**src/rtl/audio_rx_deserializer.sv**
```systemverilog
// Left-justified codec ADC receiver: oversamples bclk/lrclk/adcdat in the CLK domain and
// publishes one stereo frame per lrclk period with a single-cycle audio_ready strobe.
module audio_rx_deserializer #(
  parameter int DATA_WIDTH  = 32,
  parameter int SYNC_STAGES = 2
) (
  input  logic                  CLK,
  input  logic                  rst,
  input  logic                  en,
  input  logic                  bclk,
  input  logic                  lrclk,
  input  logic                  adcdat,
  output logic [DATA_WIDTH-1:0] sample_l,
  output logic [DATA_WIDTH-1:0] sample_r,
  output logic                  audio_ready,
  output logic                  frame_err
);

  localparam int             CW       = $clog2(DATA_WIDTH + 1);
  localparam logic [CW-1:0]  LAST_BIT = CW'(DATA_WIDTH - 1);

  typedef enum logic [2:0] {
    IDLE    = 3'd0,
    SHIFT_L = 3'd1,
    WAIT_R  = 3'd2,
    SHIFT_R = 3'd3,
    WAIT_L  = 3'd4
  } state_t;

  state_t state;
  state_t state_nxt;

  logic [SYNC_STAGES-1:0] bclk_sync;
  logic [SYNC_STAGES-1:0] lrclk_sync;
  logic [SYNC_STAGES-1:0] adcdat_sync;
  logic                   bclk_prev;
  logic                   lrclk_prev;

  logic bclk_s;
  logic lrclk_s;
  logic adcdat_s;
  logic bclk_rise;
  logic lr_rise;
  logic lr_fall;
  logic lr_edge;

  logic [CW-1:0]         cnt;
  logic [CW-1:0]         cnt_nxt;
  logic [DATA_WIDTH-1:0] shift_l;
  logic [DATA_WIDTH-1:0] shift_r;
  logic                  shift_l_en;
  logic                  shift_r_en;
  logic                  pub;
  logic                  pub_q;
  logic                  err;

  // Input synchronizers plus one edge-detect register for the clock-like inputs
  always_ff @(posedge CLK or negedge rst) begin
    if (!rst) begin
      bclk_sync   <= '0;
      lrclk_sync  <= '0;
      adcdat_sync <= '0;
      bclk_prev   <= 1'b0;
      lrclk_prev  <= 1'b0;
    end else begin
      bclk_sync   <= {bclk_sync[SYNC_STAGES-2:0], bclk};
      lrclk_sync  <= {lrclk_sync[SYNC_STAGES-2:0], lrclk};
      adcdat_sync <= {adcdat_sync[SYNC_STAGES-2:0], adcdat};
      bclk_prev   <= bclk_sync[SYNC_STAGES-1];
      lrclk_prev  <= lrclk_sync[SYNC_STAGES-1];
    end
  end

  assign bclk_s    = bclk_sync[SYNC_STAGES-1];
  assign lrclk_s   = lrclk_sync[SYNC_STAGES-1];
  assign adcdat_s  = adcdat_sync[SYNC_STAGES-1];
  assign bclk_rise = bclk_s & ~bclk_prev;
  assign lr_rise   = lrclk_s & ~lrclk_prev;
  assign lr_fall   = ~lrclk_s & lrclk_prev;
  assign lr_edge   = lr_rise | lr_fall;

  always_ff @(posedge CLK or negedge rst) begin
    if (!rst) begin
      state <= IDLE;
    end else begin
      state <= state_nxt;
    end
  end

  // lrclk edges win over a coincident bclk rise; that bit opens the new slot
  always_comb begin
    state_nxt = state;
    if (!en) begin
      state_nxt = IDLE;
    end else begin
      case (state)
        IDLE, WAIT_L: begin
          if (lr_rise) state_nxt = SHIFT_L;
        end
        SHIFT_L: begin
          if (lr_edge) state_nxt = IDLE;
          else if (bclk_rise && cnt == LAST_BIT) state_nxt = WAIT_R;
        end
        WAIT_R: begin
          if (lr_fall) state_nxt = SHIFT_R;
        end
        SHIFT_R: begin
          if (lr_edge) state_nxt = IDLE;
          else if (bclk_rise && cnt == LAST_BIT) state_nxt = WAIT_L;
        end
        default: state_nxt = IDLE;
      endcase
    end
  end

  always_comb begin
    cnt_nxt    = cnt;
    shift_l_en = 1'b0;
    shift_r_en = 1'b0;
    pub        = 1'b0;
    err        = 1'b0;
    if (!en) begin
      cnt_nxt = '0;
    end else begin
      case (state)
        IDLE, WAIT_L: begin
          if (lr_rise) begin
            shift_l_en = bclk_rise;
            cnt_nxt    = bclk_rise ? CW'(1) : '0;
          end
        end
        SHIFT_L: begin
          if (lr_edge) begin
            err     = 1'b1;
            cnt_nxt = '0;
          end else if (bclk_rise) begin
            shift_l_en = 1'b1;
            cnt_nxt    = cnt + CW'(1);
          end
        end
        WAIT_R: begin
          if (lr_fall) begin
            shift_r_en = bclk_rise;
            cnt_nxt    = bclk_rise ? CW'(1) : '0;
          end
        end
        SHIFT_R: begin
          if (lr_edge) begin
            err     = 1'b1;
            cnt_nxt = '0;
          end else if (bclk_rise) begin
            shift_r_en = 1'b1;
            cnt_nxt    = cnt + CW'(1);
            pub        = (cnt == LAST_BIT);
          end
        end
        default: cnt_nxt = '0;
      endcase
    end
  end

  always_ff @(posedge CLK or negedge rst) begin
    if (!rst) begin
      cnt     <= '0;
      shift_l <= '0;
      shift_r <= '0;
      pub_q   <= 1'b0;
    end else begin
      cnt   <= cnt_nxt;
      pub_q <= pub;
      if (shift_l_en) shift_l <= {shift_l[DATA_WIDTH-2:0], adcdat_s};
      if (shift_r_en) shift_r <= {shift_r[DATA_WIDTH-2:0], adcdat_s};
    end
  end

  // Publish one cycle after the final right bit lands in shift_r
  always_ff @(posedge CLK or negedge rst) begin
    if (!rst) begin
      sample_l    <= '0;
      sample_r    <= '0;
      audio_ready <= 1'b0;
      frame_err   <= 1'b0;
    end else begin
      audio_ready <= pub_q & en;
      frame_err   <= err;
      if (pub_q && en) begin
        sample_l <= shift_l;
        sample_r <= shift_r;
      end
    end
  end

endmodule

```
**config.mk**
```make
export PLATFORM = sky130hd
export DESIGN_NAME = audio_rx_deserializer
export DESIGN_NICKNAME = d
export VERILOG_FILES = /design/src/rtl/audio_rx_deserializer.sv
export SDC_FILE = /design/constraint.sdc
export NUM_CORES = 1
export LEC_CHECK = 0
export BUFFER_PORTS_ARGS = -buffer_cell sky130_fd_sc_hd__buf_2
export CORE_MARGIN = 2
export CORE_UTILIZATION = 45
export CTS_CLUSTER_DIAMETER = 50
export DETAILED_ROUTE_END_ITERATION = 10
export GPL_ROUTABILITY_DRIVEN = 0
export SYNTH_ARGS = -nofsm -noshare
export SYNTH_HDL_FRONTEND = slang
export SYNTH_SLANG_ARGS = --single-unit
export TNS_END_PERCENT = 10
```
**constraint.sdc**
```tcl
create_clock -name CLK -period 4.59 [get_ports CLK]
set_input_delay 0.459 -clock CLK [delete_from_list [all_inputs] [get_ports CLK]]
set_output_delay 0.459 -clock CLK [all_outputs]
set_load 0.01 [all_outputs]
```
# After elaboration in Yosys (flattened, before gate mapping)
# Index checks and enable logic that the tools add are counted.
[word_totals]
regBits = 148
in_bits = 6
output_inout_bits = 66
word_cells = 70
[classes]
addsub = 1
n_eq_ne = 10
mux = 30
n_bitwise = 8
n_reduce_logical = 7
[ops]
columns = ["op", "n"]
rows = [
  ["6-bit two-way mux", 5],
  ["3-bit two-way mux", 7],
  ["6-bit case mux with 3 select lines", 1],
  ["1-bit two-way mux", 14],
  ["3-bit case mux with 4 select lines", 1],
  ["4-bit != test (second input constant)", 2],
  ["6-bit by 1-bit adder with 6-bit output (second input constant)", 1],
  ["3-bit by 2-bit == test with 1-bit output (second input constant)", 2],
  ["6-bit by 5-bit == test with 1-bit output (second input constant)", 1],
  ["3-bit != test (second input constant)", 2],
  ["1-bit AND", 4],
  ["4-bit by 2-bit != test with 1-bit output (second input constant)", 1],
  ["1-bit case mux with 2 select lines", 2],
  ["4-bit AND reduction", 1],
  ["2-bit OR reduction", 2],
  ["3-bit by 1-bit == test with 1-bit output (second input constant)", 1],
  ["3-bit == test (second input constant)", 1],
  ["3-bit logical NOT", 1],
  ["1-bit NOT", 3],
  ["3-bit AND reduction", 1],
  ["1-bit logical AND", 2],
  ["1-bit bitwise OR", 1],
]

# Depth between registers and ports, before layout
[depth]
ltp_word = 7
ltp_mapped = 8
ltp_nobuf = 6

# Worst setup path after synthesis
# Ideal clock, no wire load.
[synth_timing]
path_type = "flip-flop to flip-flop"
start = "register lrclk_sync[1]"
end = "register shift_l[10]"
setup_ps = 125
t_arrival_ps = 1639
t_required_ps = 4465
setup_slack_ps = 2826
path_stages_with_launch = 9
n_path_buf = 2
synth_period_minus_slack_ps = 1764
path_cell_list = "dfrtp_1 -> inv_1 -> ha_1 -> nand3b_1 -> o21ai_1 -> and4b_1 -> buf_6 -> buf_12 -> mux2_4"
[synth_via]
elab_chain_len = 6
elab_cells_between_ends = 8
cone_classes = "4 x mux; 4 x bitwise"
[synth_rtl]
columns = ["item", "line_no", "source"]
rows = [
  ["start: declaration", "34", "logic [SYNC_STAGES-1:0] lrclk_sync;"],
  ["start signal: assignment", "67", "lrclk_sync <= {lrclk_sync[SYNC_STAGES-2:0], lrclk};"],
  ["1-bit NOT", "79", "assign lr_fall = ~lrclk_s & lrclk_prev;"],
  ["1-bit AND", "79", ""],
  ["1-bit bitwise OR", "80", "assign lr_edge = lr_rise | lr_fall;"],
  ["1-bit two-way mux", "n/a", ""],
  ["1-bit case mux with 2 select lines (*)", "125", "case (state)"],
  ["1-bit two-way mux (*)", "122", "if (!en) begin"],
  ["end signal: assignment", "171", "if (shift_l_en) shift_l <= {shift_l[DATA_WIDTH-2:0], adcdat_s};"],
  ["end: declaration", "49", "logic [DATA_WIDTH-1:0] shift_l;"],
]
# Mark *: on every way between the ends. The rest lies on a longest branch, timed or not.
# A chain may end at the register's enable or synchronous reset.

# Worst setup path after layout
[layout_timing]
start = "register bclk_sync[1]"
end = "register shift_l[1]"
[layout_via]
elab_chain_len = 5
elab_cells_between_ends = 6
cone_classes = "5 x mux; 1 x bitwise"
[layout_rtl]
columns = ["item", "line_no", "source"]
rows = [
  ["start: declaration", "33", "logic [SYNC_STAGES-1:0] bclk_sync;"],
  ["start signal: assignment", "66", "bclk_sync <= {bclk_sync[SYNC_STAGES-2:0], bclk};"],
  ["1-bit AND (*)", "77", "assign bclk_rise = bclk_s & ~bclk_prev;"],
  ["1-bit two-way mux", "136", "end else if (bclk_rise) begin"],
  ["1-bit two-way mux", "n/a", ""],
  ["1-bit case mux with 2 select lines (*)", "125", ""],
  ["1-bit two-way mux (*)", "122", ""],
]
# Marks and branches as above.

==> results.txt <==
Min Hold Slack -> 151 ps
Routed WL -> 9420 µm
H-tree lvl count -> 4
Reg-to-Reg Start -> bclk_sync[1]
Routed Antenna Nets -> 0
Setup_tns -> 0 ps
Largest net degree at the start of global routing -> 118
GRT Overall Usage -> 14.7%
N_diodes -> 0
Core Area -> 12700 µm²
Number of synthesized flops with an enable pin -> 0
Clock Latency Late Sink -> 410 ps
Main synth FF type -> dfrtp_1
Io pins -> 72
Syn Nets -> 360
Final Slew Violations -> 0
Place WS -> 2080 ps
RSZ-0062 raised after global routing -> no
Status -> completed
Met1 usage -> 19.6%
I/O Buffers -> 71
CTS tree -> yes
Share of cells above drive strength 1 -> 54.8%
Netlist Area Pre-Place -> 5920 µm²
R2r worst-path depth -> 3
Post-layout min period -> 2510 ps
Hold Crit Class -> in -> reg
CP peak stage delay -> 1050 ps
Clk pin slew, worst setup/hold paths -> 60 ps
Vias/cell -> 4.91
Antenna violations before repair -> 0
Routing usage on met3 -> 5.36%
Sequential area share after synthesis -> 62.6%
Final Setup Violations -> 0
Syn Area/Cell -> 16.9 µm²
Fmax -> 398 MHz
Initial drt markers -> 183
Clock sink count -> 148
Peak supply drop -> 0.220 mV
CP cell instances -> nor2b_1 > and4b_2 > mux2_2
Critical path peak fanout -> 32
Placed cell count -> 580
Bufs and invs on worst path -> 0
Worst-Margin Slew -> 1020 ps
Relative slew slack -> 31.8%
Reg-to-Reg End -> shift_l[1]
Leakage power -> 3.82 nW
Yosys reg bits -> 148
Worst Setup End Kind -> flop
Setup crit start -> bclk_sync[1]
Signal arrival time at the worst endpoint -> 2810 ps
WP depth -> 3
Final hold viol count -> 0
Drt pass-1 iters -> 4
DR vias -> 3004
Number of global-route vias before repair -> 3115
Root buffer cell -> clkbuf_16
DR WL/cell -> 15.4 µm
GR Util met2 -> 21.0%
Critical Path Sink -> shift_l[1]
WS Path Type -> reg -> reg
Startpoint types -> flop
Fin cells -> 612
Area Growth Syn to Fin -> 18.1%
Initial core utilization -> 46.5%
Post-DP HPWL -> 5880 µm
Max cap viols -> 0
# DRC -> 0
Final Cycle Share -> 54.7%
Design area -> 6990 µm²
Setup Fix Bufs, Post-CTS -> 0
Clock skew -> 5.46 ps
Final Net Count -> 436
Busiest grt layer -> met2
First-pass GRT wire length -> 16000 µm
Fraction of registers with async set or reset after synthesis -> 100%
Top Family by Delay on Critical Path -> simple AND/OR/NAND/NOR gates
Die X -> 119 µm
Die ar. -> 14100 µm²
Synth unique cells -> 33
# rows -> 41
Die Ht -> 119 µm
Slowest-stage cell, CP -> and4b_2
Synth warn -> 0
Clk buf depth -> 2
Synthesized netlist cell count -> 351
WP data required -> 4890 ps
Post-cts sizing count -> 0
Setup ws final -> 2080 ps
Power per cell area -> 415 nW/µm²
R2R Setup Slk -> 2080 ps
Hold Buf Count CTS -> 0
TritonCTS Buffers -> 17
Total congestion overflow -> 0
Placed Area -> 6360 µm²
-- state kept, by name (all words and copies together) (netlist names) --
signal	count
state	3
adcdat_sync	2
sample_r	32
cnt	6
pub_q	1
bclk_sync	2
sample_l	32
bclk_prev	1
lrclk_prev	1
lrclk_sync	2
frame_err	1
audio_ready	1
shift_r	32
shift_l	32
-- Yosys cell counts, drive strengths merged, types with 2 or more instances --
library cell,instances,area [µm²]
nor2b,2,12.5
o21ai,9,45.0
a32o,2,20.0
nand2,7,28.8
and4b,2,20.0
and2,2,12.5
a21oi,2,10.0
nand4b,2,38.8
dfrtp,148,3700
buf,15,145
nor2,6,22.5
inv,5,18.8
and3,2,12.5
nor3b,2,15.0
mux2,130,1690
ha,3,37.5
nand3b,2,15.0
-- layer usage --
metal	wire, µm	share of wire [%]
met5	0	0
met4	162	1.7
met3	533	5.7
met1	4400	47
met2	4330	46
-- final cells by class --
class | count | area (µm²)
Fill cell | 1097 | 5730
Sequential cell | 148 | 3700
Multi-Input combinational cell | 182 | 2050
Clock buffer | 18 | 439
Timing Repair Buffer | 73 | 377
Tap cell | 172 | 215
Clock inverter | 14 | 184
Inverter | 5 | 18.8
-- report_power, final --
| group | switching, mW | leakage [nW] | internal (mW) |
|---|---|---|---|
| Combinational | 0.0600 | 1.48 | 0.0444 |
| Sequential | 0.0263 | 2.04 | 1.33 |
| Clock | 0.517 | 0.298 | 0.919 |
-- kinds of logic after synthesis --
family / after synthesis / share of synthesized area, %
AND/OR/NAND/NOR: 29 / 3.21
adder cells (fa/ha/maj): 3 / 0.634
buffers and inverters: 21 / 2.83
AO/OA/AOI/OAI: 19 / 2.05
XOR/XNOR: 1 / 0.148
multiplexers: 130 / 28.5
flip-flops: 148 / 62.6
-- how the worst min path moves through the flow --
stage                       from              to  slack [ps]  cells after the start
floorplan                    rst  adcdat_sync[0]         160                      0
global placement    bclk_sync[0]    bclk_sync[1]         340                      0
detailed placement  bclk_sync[0]    bclk_sync[1]         340                      0
CTS                         bclk    bclk_sync[0]         130                      1
global route                bclk    bclk_sync[0]         140                      1
finish                      bclk    bclk_sync[0]         150                      1
-- cell usage in the layout, fill, tap and decap left out, types with 2 or more instances in the layout --
master	synthesis	routed
dfrtp_1	148	148
mux2_2	70	70
nor3b_1	2	2
clkinv_2	0	5
and3_1	2	2
ha_1	3	3
clkinvlp_4	0	4
o21ai_0	6	6
nor2_1	6	6
and2_1	2	2
nor2b_1	2	2
a21oi_1	2	2
buf_2	8	70
buf_4	0	2
o21ai_1	3	3
nand2_2	1	2
a32o_1	2	2
bufinv_16	0	4
nand3b_1	2	2
inv_1	5	5
nand2_1	6	5
mux2_4	60	60
clkbuf_16	0	17
-- worst register-to-register path, cell delays in order, from the launching register on --
cell	delay [ps]
dfrtp_1	350
nor2b_1	560
and4b_2	1050
mux2_2	430
-- per-stage QoR --
| stage | total power [mW] | util (%) |
|---|---|---|
| CTS | 2.94 | 54.9 |
| detailed placement | 1.49 | 50.0 |
| global route | 3.02 | 54.9 |
| finish | 2.90 | 54.9 |
| floorplan | 1.44 | - |
| global placement | 1.48 | 50.0 |
No activity file was read; power rests on OpenSTA's default activity.
